**config.mk**
```make
export PLATFORM = sky130hd
export DESIGN_NAME = sm83_fetch_flat
export DESIGN_NICKNAME = d
export VERILOG_FILES = /design/src/rtl/sm83_fetch_if.sv /design/src/rtl/sm83_fetch.sv /design/src/flat_wrapper.sv
export SDC_FILE = /design/constraint.sdc
export NUM_CORES = 1
export LEC_CHECK = 0
export CAP_MARGIN = 15
export CORE_MARGIN = 3
export CORE_UTILIZATION = 30
export DETAILED_ROUTE_END_ITERATION = 7
export PLACE_DENSITY = 0.51
export REMOVE_ABC_BUFFERS = 1
export SLEW_MARGIN = 20
export SYNTH_ARGS = -nofsm -noshare
export SYNTH_HDL_FRONTEND = slang
export SYNTH_SLANG_ARGS = --single-unit
export TNS_END_PERCENT = 100
```
**constraint.sdc**
```tcl
create_clock -name clk -period 4.55 [get_ports clk]
set_input_delay 0.91 -clock clk [delete_from_list [all_inputs] [get_ports clk]]
set_output_delay 0.91 -clock clk [all_outputs]
set_load 0.01 [all_outputs]
```
**src/rtl/sm83_fetch_if.sv**
```systemverilog
// Bus and handshake bundle between the SM83 fetch unit and its neighbours:
// memory bus, decode (instruction handshake), execute (operand requests,
// redirects) and the architectural PC readback.
interface sm83_fetch_if;
    // Core memory bus
    logic [15:0] mem_addr;
    logic        mem_rd;
    logic [7:0]  mem_rdata;
    logic        mem_ack;

    // Execute -> fetch control
    logic        fetch_go;
    logic        opnd_req;
    logic        redirect_valid;
    logic [15:0] redirect_pc;

    // Fetch -> decode instruction handshake
    logic        instr_valid;
    logic        instr_ready;
    logic [7:0]  instr;
    logic        instr_cb;
    logic [15:0] instr_pc;

    // Fetch -> execute immediate operand
    logic        opnd_valid;
    logic [7:0]  opnd_data;

    // Current PC (next byte to fetch)
    logic [15:0] pc;

    // Fetch unit side: drives the bus and the decode/execute results
    modport master (
        output mem_addr, mem_rd, instr_valid, instr, instr_cb, instr_pc,
               opnd_valid, opnd_data, pc,
        input  mem_rdata, mem_ack, fetch_go, opnd_req, redirect_valid,
               redirect_pc, instr_ready
    );

    // Environment side: memory, decode and execute
    modport slave (
        input  mem_addr, mem_rd, instr_valid, instr, instr_cb, instr_pc,
               opnd_valid, opnd_data, pc,
        output mem_rdata, mem_ack, fetch_go, opnd_req, redirect_valid,
               redirect_pc, instr_ready
    );
endinterface

```
**src/rtl/sm83_fetch.sv**
```systemverilog
// SM83 instruction fetch unit. Reads opcode bytes at PC, folds the 0xCB
// prefix into instr_cb, presents the opcode to decode with valid/ready,
// serves immediate-byte requests and applies PC redirects. A bus read
// cannot be aborted: a redirect during a read is parked as pending and
// applied when the read's ack arrives, with the read data discarded.
module sm83_fetch #(
    parameter logic [15:0] RESET_PC = 16'h0000
) (
    input logic          clk,
    input logic          rst,
    sm83_fetch_if.master bus
);

    typedef enum logic [2:0] {
        IDLE,
        OP_RD,
        CB_RD,
        IMM_RD,
        HOLD
    } state_e;

    state_e      state_q;
    logic [15:0] pc_q;
    logic [15:0] pc_d;
    logic        mem_rd_q;
    logic        pend_q;
    logic [15:0] pend_pc_q;
    logic        instr_valid_q;
    logic [7:0]  instr_q;
    logic        instr_cb_q;
    logic [15:0] instr_pc_q;
    logic        opnd_valid_q;
    logic [7:0]  opnd_data_q;

    // A fresh redirect overrides one parked earlier.
    logic        redir_any;
    logic [15:0] redir_tgt;
    assign redir_any = bus.redirect_valid | pend_q;
    assign redir_tgt = bus.redirect_valid ? bus.redirect_pc : pend_pc_q;

    // Next PC: redirect target when one applies, +1 on an acked read
    // (wrapping naturally at 16 bits), otherwise unchanged.
    always_comb begin
        // NOTE: default first so every path assigns pc_d and no latch is inferred.
        pc_d = pc_q;
        unique case (state_q)
            IDLE: begin
                if (redir_any) pc_d = redir_tgt;
            end
            OP_RD, CB_RD, IMM_RD: begin
                if (bus.mem_ack) pc_d = redir_any ? redir_tgt : pc_q + 16'd1;
            end
            HOLD: begin
                if (bus.redirect_valid) pc_d = bus.redirect_pc;
            end
            default: pc_d = pc_q;
        endcase
    end

    // Fetch FSM with registered bus request and registered decode/operand outputs.
    always_ff @(posedge clk or posedge rst) begin
        if (rst) begin
            state_q       <= IDLE;
            pc_q          <= RESET_PC;
            mem_rd_q      <= 1'b0;
            pend_q        <= 1'b0;
            pend_pc_q     <= 16'h0000;
            instr_valid_q <= 1'b0;
            instr_q       <= 8'h00;
            instr_cb_q    <= 1'b0;
            instr_pc_q    <= RESET_PC;
            opnd_valid_q  <= 1'b0;
            opnd_data_q   <= 8'h00;
        end else begin
            // NOTE: non-blocking throughout so every register samples pre-edge values.
            pc_q         <= pc_d;
            opnd_valid_q <= 1'b0;
            unique case (state_q)
                IDLE: begin
                    pend_q <= 1'b0;
                    if (redir_any) begin
                        state_q <= IDLE;
                    end else if (bus.fetch_go) begin
                        state_q    <= OP_RD;
                        mem_rd_q   <= 1'b1;
                        instr_pc_q <= pc_q;
                    end else if (bus.opnd_req) begin
                        state_q  <= IMM_RD;
                        mem_rd_q <= 1'b1;
                    end
                end
                OP_RD, CB_RD, IMM_RD: begin
                    if (bus.mem_ack) begin
                        pend_q <= 1'b0;
                        if (redir_any) begin
                            // Data of the in-flight read is dropped.
                            state_q  <= IDLE;
                            mem_rd_q <= 1'b0;
                        end else if (state_q == OP_RD && bus.mem_rdata == 8'hCB) begin
                            // Prefix byte: keep the request up for the second byte.
                            state_q <= CB_RD;
                        end else if (state_q == IMM_RD) begin
                            state_q      <= IDLE;
                            mem_rd_q     <= 1'b0;
                            opnd_data_q  <= bus.mem_rdata;
                            opnd_valid_q <= 1'b1;
                        end else begin
                            state_q       <= HOLD;
                            mem_rd_q      <= 1'b0;
                            instr_q       <= bus.mem_rdata;
                            instr_cb_q    <= (state_q == CB_RD);
                            instr_valid_q <= 1'b1;
                        end
                    end else if (bus.redirect_valid) begin
                        pend_q    <= 1'b1;
                        pend_pc_q <= bus.redirect_pc;
                    end
                end
                HOLD: begin
                    if (bus.redirect_valid || bus.instr_ready) begin
                        state_q       <= IDLE;
                        instr_valid_q <= 1'b0;
                    end
                end
                default: begin
                    state_q       <= IDLE;
                    mem_rd_q      <= 1'b0;
                    instr_valid_q <= 1'b0;
                end
            endcase
        end
    end

    assign bus.mem_addr    = pc_q;
    assign bus.mem_rd      = mem_rd_q;
    assign bus.pc          = pc_q;
    assign bus.instr_valid = instr_valid_q;
    assign bus.instr       = instr_q;
    assign bus.instr_cb    = instr_cb_q;
    assign bus.instr_pc    = instr_pc_q;
    assign bus.opnd_valid  = opnd_valid_q;
    assign bus.opnd_data   = opnd_data_q;

endmodule
```
**src/flat_wrapper.sv**
```systemverilog
// flat-port wrapper written by rule: the top's interface ports become plain ports
module sm83_fetch_flat 
#(
    parameter logic [15:0] RESET_PC = 16'h0000
)
  (clk, rst, bus_mem_addr, bus_mem_rd, bus_instr_valid, bus_instr, bus_instr_cb, bus_instr_pc, bus_opnd_valid, bus_opnd_data, bus_pc, bus_mem_rdata, bus_mem_ack, bus_fetch_go, bus_opnd_req, bus_redirect_valid, bus_redirect_pc, bus_instr_ready);
  sm83_fetch_if bus_i ();
  input logic clk;
  input logic rst;
  output wire logic [$bits(bus_i.mem_addr)-1:0] bus_mem_addr;
  output wire logic [$bits(bus_i.mem_rd)-1:0] bus_mem_rd;
  output wire logic [$bits(bus_i.instr_valid)-1:0] bus_instr_valid;
  output wire logic [$bits(bus_i.instr)-1:0] bus_instr;
  output wire logic [$bits(bus_i.instr_cb)-1:0] bus_instr_cb;
  output wire logic [$bits(bus_i.instr_pc)-1:0] bus_instr_pc;
  output wire logic [$bits(bus_i.opnd_valid)-1:0] bus_opnd_valid;
  output wire logic [$bits(bus_i.opnd_data)-1:0] bus_opnd_data;
  output wire logic [$bits(bus_i.pc)-1:0] bus_pc;
  input wire logic [$bits(bus_i.mem_rdata)-1:0] bus_mem_rdata;
  input wire logic [$bits(bus_i.mem_ack)-1:0] bus_mem_ack;
  input wire logic [$bits(bus_i.fetch_go)-1:0] bus_fetch_go;
  input wire logic [$bits(bus_i.opnd_req)-1:0] bus_opnd_req;
  input wire logic [$bits(bus_i.redirect_valid)-1:0] bus_redirect_valid;
  input wire logic [$bits(bus_i.redirect_pc)-1:0] bus_redirect_pc;
  input wire logic [$bits(bus_i.instr_ready)-1:0] bus_instr_ready;
  assign bus_mem_addr = bus_i.mem_addr;
  assign bus_mem_rd = bus_i.mem_rd;
  assign bus_instr_valid = bus_i.instr_valid;
  assign bus_instr = bus_i.instr;
  assign bus_instr_cb = bus_i.instr_cb;
  assign bus_instr_pc = bus_i.instr_pc;
  assign bus_opnd_valid = bus_i.opnd_valid;
  assign bus_opnd_data = bus_i.opnd_data;
  assign bus_pc = bus_i.pc;
  assign bus_i.mem_rdata = bus_mem_rdata;
  assign bus_i.mem_ack = bus_mem_ack;
  assign bus_i.fetch_go = bus_fetch_go;
  assign bus_i.opnd_req = bus_opnd_req;
  assign bus_i.redirect_valid = bus_redirect_valid;
  assign bus_i.redirect_pc = bus_redirect_pc;
  assign bus_i.instr_ready = bus_instr_ready;
  sm83_fetch #(.RESET_PC(RESET_PC)) u_core (.clk(clk), .rst(rst), .bus(bus_i));
endmodule
```
## Word level (Yosys, flattened, before mapping)

Index checks and enable logic that the tools add are counted.

| cells by class | value |
|---|---|
| shift-type cells | 0 |
| bitwise operators | 7 |
| add/subtract/negate cells | 1 |
| reductions and logical operators | 15 |
| divide/modulo/power cells | 0 |
| eq/ne operators | 17 |
| multiply operators | 0 |
| muxes and demuxes | 36 |
| $lt $le $gt $ge | 0 |

Operators by type and width:

| kind | count |
|---|---|
| 16-bit two-way mux | 5 |
| 16-bit one-hot mux with 3 select lines | 1 |
| 3-bit two-way mux | 8 |
| 1-bit two-way mux | 18 |
| 16-bit by 1-bit adder with 16-bit output (second input constant) | 1 |
| 5-bit AND reduction | 3 |
| 2-bit != test (second input constant) | 6 |
| 3-bit one-hot mux with 3 select lines | 1 |
| 8-bit == test (second input constant) | 1 |
| 3-bit by 2-bit == test with 1-bit output (second input constant) | 2 |
| 3-bit != test (second input constant) | 2 |
| 1-bit NOT | 6 |
| 1-bit one-hot mux with 3 select lines | 2 |
| 3-bit AND reduction | 2 |
| 6-bit AND reduction | 1 |
| 2-bit by 1-bit != test with 1-bit output (second input constant) | 2 |
| 4-bit by 3-bit != test with 1-bit output (second input constant) | 1 |
| 2-bit AND reduction | 2 |
| 4-bit AND reduction | 1 |
| 3-bit by 1-bit == test with 1-bit output (second input constant) | 1 |
| 3-bit == test (second input constant) | 1 |
| 3-bit zero test | 1 |
| 3-bit by 2-bit != test with 1-bit output (second input constant) | 1 |
| 3-bit nonzero test | 1 |
| other kinds (6) | 6 |

| storage, ports and cells | value |
|---|---|
| register bits | 72 |
| RAM bits | 0 |
| ROM bits | 0 |
| memories | 0 |
| word-level logic and storage cells | 87 |
| latch bits | 0 |

## Logic depth before layout (Yosys ltp)

| depth | value |
|---|---|
| depth in word-level cells | 6 |
| mapped depth | 7 |

## Worst setup path after synthesis

No wires, ideal clock.

| timing path | value |
|---|---|
| path type | in2reg |
| from | input port bus_redirect_valid |
| to | register u_core.instr_q[0] (netlist: u_core.bus.instr[0]) |
| cell stages on the path | 5 |
| buffers on the path | 1 |
| arrival time | 2.061 ns |
| required time | 4.425 ns |
| setup slack | 2.364 ns |
| path through | nor3_4 nand3_1 nor3b_1 buf_6 mux2_4 |

| between the ends | value |
|---|---|
| cells in the longest elaborated chain, start to end | 3 |

RTL lines:

| what | RTL line | RTL |
|---|---|---|
| start, declared | flat_wrapper.sv:23 | `input wire logic [$bits(bus_i.redirect_valid)-1:0] bus_redirect_valid;` |
| 1-bit OR | sm83_fetch.sv:38 | `assign redir_any = bus.redirect_valid \| pend_q;` |
| 1-bit NOT (no line) | - |  |
| 5-bit AND reduction (no line) | - |  |
| end signal, assigned | sm83_fetch.sv:110 | `instr_q <= bus.mem_rdata;` |
| end, declared | sm83_fetch.sv:29 | `logic [7:0] instr_q;` |

Every way passes these cells.
A chain may end at the register's enable or synchronous reset.

## Final worst setup path

| timing path | value |
|---|---|
| from | input port bus_redirect_valid |
| to | register u_core.pend_pc_q[6] |

| between the ends | value |
|---|---|
| cells in the longest elaborated chain, start to end | 1 |

RTL lines:

| what | RTL line | RTL |
|---|---|---|
| 16-bit two-way mux | - |  |
| end signal, assigned | sm83_fetch.sv:116 | `pend_pc_q <= bus.redirect_pc;` |
| end, declared | sm83_fetch.sv:27 | `logic [15:0] pend_pc_q;` |

Every way passes these cells.

==> results by stage <==
Status:
- The run finished with clean final reports.

Synth:
- The share of synthesized area occupied by flip-flops and latches is 44.3%.
- In the synthesized netlist the async set-or-reset flop fraction comes to 100%.
- Sorting the synthesized cells by area gives the leading types as dfrtp_1 (44%), mux2_2 (11%), mux2_4 (3.3%).
- The xor and xnor fraction of the mapped netlist area is 0%.
- In this run the cell area of the synthesized design comes to 0.00407 sq mm.
- The gate count after technology mapping is 382.
- The area share of the leading cell type in the synthesized netlist is 44.3%.
- The Yosys step of the flow raised 0 warnings.
- The portion of netlist area occupied by mux cells is 15.3%.
- Yosys mapped a number of flops with a built-in enable equal to 0.
- After Yosys synthesis, and, or, nand and nor cells account for 16.3% of the synthesized area.
- The synthesized netlist devotes 0.308% of its cell area to adder and majority cells.
- The synthesized netlist devotes 16.6% of its cell area to compound gates.
- Averaged over all synthesized cells, the footprint is 10.6 sq um.
- The flip-flop cell with the highest count after synthesis is dfrtp_1.
- The synthesized netlist contains 66 unique library cells.
- The synthesized design spends more area on one cell type than any other, namely dfrtp_1.
- The total of flip-flops plus latches after synthesis is 72.
- By area, the combinational part of the netlist is dominated by compound AO/OA/AOI/OAI gates.

Clock network:
- The hold-fix buffer count after cts is 0.
- The clock sink total is 72.
- TritonCTS built the clock tree.
- The insertion delay of the later-clocked pin in the worst-skew pair is 340 ps.
- The number of buffers on the longest clock path is 2.
- The number of CTS-inserted buffers is 9.
- Once the clock tree was built, the setup fixing pass inserted 0 buffers.
- The H-tree was split into 3 levels.
- The post-cts repair resize count is 0.
- Clock-pin slew was measured on the worst setup and hold paths at 50 ps.
- CTS placed an instance of clkbuf_16 at the clock tree root.

Die:
- From left edge to right edge, the die measures 122 um.
- The die outline height is 122 um.
- The core footprint is 0.0129 sq mm.
- The starting utilization of the core area is 31.4%.
- The floorplan step defined a die boundary enclosing 0.0150 sq mm.
- Pin placement for this block handled 99 I/O pins.
- The initialized floorplan defines 41 standard-cell rows.

Drt:
- The total DRC errors in the routed layout is 0.
- The count of nets left with antenna violations after detail routing is 0.
- After detailed routing, the average wire length per cell comes to 19.6 um.
- For this run, the detailed router's first-pass iteration total came to 5.
- The detailed router finished its first iteration with 238 violations.
- The total detailed-routing wirelength is 12300 um.
- In the routed layout, each cell is associated on average with a via count of 5.52.
- The number of vias in the routed layout is 3466.

Power:
- In this run, the combinational gates consume 48.9% of the power.
- In this run the power spent charging and discharging nets is 1.47 mW.
- The sequential power share is 34.5%.
- The overall power of the completed layout is 3.84 mW.
- IR analysis of the VDD net gives a maximum drop of 0.000213 V.
- The share of total power in the clock network is 16.6%.
- The switching power as a share of total power is 38.3%.
- The total internal power is 2.36 mW.
- For this design the static power due to leakage is 2.10 nW.
- For this design the ratio of total power to cell area is 722 mW/mm^2.

Critical path:
- On the worst path, the slowest cell contributes a delay of 960 ps.
- The signal on the critical path passes through clkdlybuf4s50_1 -> inv_1 -> nor3_2 -> buf_4 -> mux2_2.
- The reg-to-reg startpoint is u_core.state_q[1].
- The slowest stage of the critical path belongs to the cell clkdlybuf4s50_1.
- The kind of critical path is input pin to flop.
- Tracing the worst setup path back leads to its startpoint at bus_redirect_valid.
- STA classifies the critical path endpoint as a flop.
- The maximum fanout encountered on the critical timing path is 16.
- The category of the worst setup path launch point is an input pin.
- For the worst setup path, the data required time is 4770 ps.
- For the worst setup path, the data arrival time is 3460 ps.

STA:
- Summed over all failing endpoints, the final setup total negative slack is 0 ps.
- Timing would allow up to 308 MHz.
- Setup repair after global routing left no endpoint under its margin.
- For the pin with the worst max-slew slack, the measured transition is 827 ps.
- The final setup violation count is 0.
- For the final database, setup skew stands at 4.08 ps.
- The final period utilization is 71.3%.
- The worst max-slew margin expressed relative to the limit is 44.9%.
- The shortest period the worst path allows is 3240 ps.
- The total count of hold-check failures in the final report is 0.
- The max-slew violation count was 0.

Global routing:
- The via count of the first global-routing pass is 3383.
- The largest net degree at the start of global routing is 36.
- The initial antenna violation count came to 0.
- The first global-routing pass estimated 19300 um of wire.
- Global routing consumed, over all layers together, 17.0% of the routing resources.
- The aggregate global routing overflow is 0.

Layout:
- The diode insertion count for antenna repair is 0.
- Leaving out fill and tap cells, the most frequent cells in the layout are clkdlybuf4s50_1 (98), dfrtp_1 (72), mux2_2 (38).
- The net count of the finished layout is 486.
- The area overhead of the layout relative to synthesis is 30.7%.
- The total of fill cells in the finished design is 1253.
- Leaving out fill and tap cells, the most frequent cell in the layout is clkdlybuf4s50_1.
- Of the cells placed in the final design, the portion with a size suffix greater than 1 is 17.8%.

Placement:
- The number of port buffers is 98.
- Routability-driven placement finished with a final weighted congestion of 0.852.
- The wire-length estimate of the detail-placed layout is 8800 um.

Worst hold path:
- In this run the worst hold path is classified as flop to flop.
- The launch instance of the worst min-delay path is u_core.bus.instr_pc[2].

Job:
- The tool flagged a number of max-cap violations equal to 0.
==> flip-flops by register name, summed over array words and instances (netlist names), 3 cells and up <==
signal / count
u_core.bus.instr_pc: 16
u_core.bus.mem_addr: 16
u_core.state_q: 3
u_core.bus.instr: 8
u_core.pend_pc_q: 16
u_core.bus.opnd_data: 8
==> cells by family after synthesis <==
kind of cell,after synthesis
fa+ha+maj,1
simple gates,117
mux,53
compound gates,89
flops,72
buf+inv,50
==> power groups by stage <==
stage / Combinational (mW) / Sequential, mW / Clock (mW)
2_1_floorplan: 0.863 / 1.37 / 0
6_report: 1.87 / 1.32 / 0.638
5_1_grt: 2.03 / 1.38 / 0.687
3_5_place_dp: 1.88 / 1.33 / 0
4_1_cts: 1.88 / 1.32 / 0.655
3_3_place_gp: 1.86 / 1.31 / 0
==> worst paths after layout <==
path	cells past startpoint	to	slack (ps)
max	5	u_core.pend_pc_q[6]	1310
min	2	u_core.bus.instr_pc[2]	480
max reg2reg	4	u_core.bus.mem_addr[4]	1750
min reg2reg	2	u_core.bus.instr_pc[2]	480
max in group asynchronous	3	u_core.pend_pc_q[0]	2710
min in group asynchronous	2	u_core.bus.opnd_valid	1050
==> Yosys cell counts (6+ instances only) <==
| cell | number |
|---|---|
| mux2i_1 | 6 |
| nor2_1 | 16 |
| nand4_1 | 11 |
| o21ai_0 | 7 |
| mux2_4 | 9 |
| o211ai_1 | 6 |
| buf_4 | 16 |
| a31oi_1 | 6 |
| nor3_1 | 20 |
| nand3_1 | 10 |
| mux2_2 | 38 |
| inv_1 | 7 |
| dfrtp_1 | 72 |
| nand2_1 | 17 |
| buf_2 | 14 |
| a21oi_1 | 16 |
| clkbuf_1 | 10 |
| nor4_1 | 8 |
==> layout make-up <==
cell class              instances  area, sq um  area share (%)
well taps                     172          215            4.05
clock buffers                  12          256            4.83
flip-flops and latches         72         1800            33.9
repair buffers                104         1030            19.3
inverters                       7         26.3           0.495
clock inverters                 1         5.00          0.0942
multi-input cells             260         1980            37.3
==> per-layer routing <==
layer | global-route usage [%] | vias up | routed length [um]
met5 | 0 | - | 0
met4 | 8.12 | 0 | 300
met3 | 2.03 | 22 | 593
met2 | 26.5 | 130 | 5840
met1 | 23.4 | 1714 | 5600
li1 | - | 1600 | -
==> per-stage QoR <==
stage	instance area, sq um	std cells	hold slack (ps)	utilization, %	setup slack (ps)
global route	5310	628	520	41.1	1170
global placement	5050	615	464	39.1	990
finish	5310	628	481	41.1	1310
detailed placement	5050	615	471	39.1	955
floorplan	3800	339	480	-	1550
CTS	5310	628	483	41.1	1310
==> worst max-delay path: cells and delay by family <==
family                 cells  cell delay (ps)
multiplexers               1              360
AND/OR/NAND/NOR            1              530
buffers and inverters      3             1650
Power figures use the tool's default switching activity.
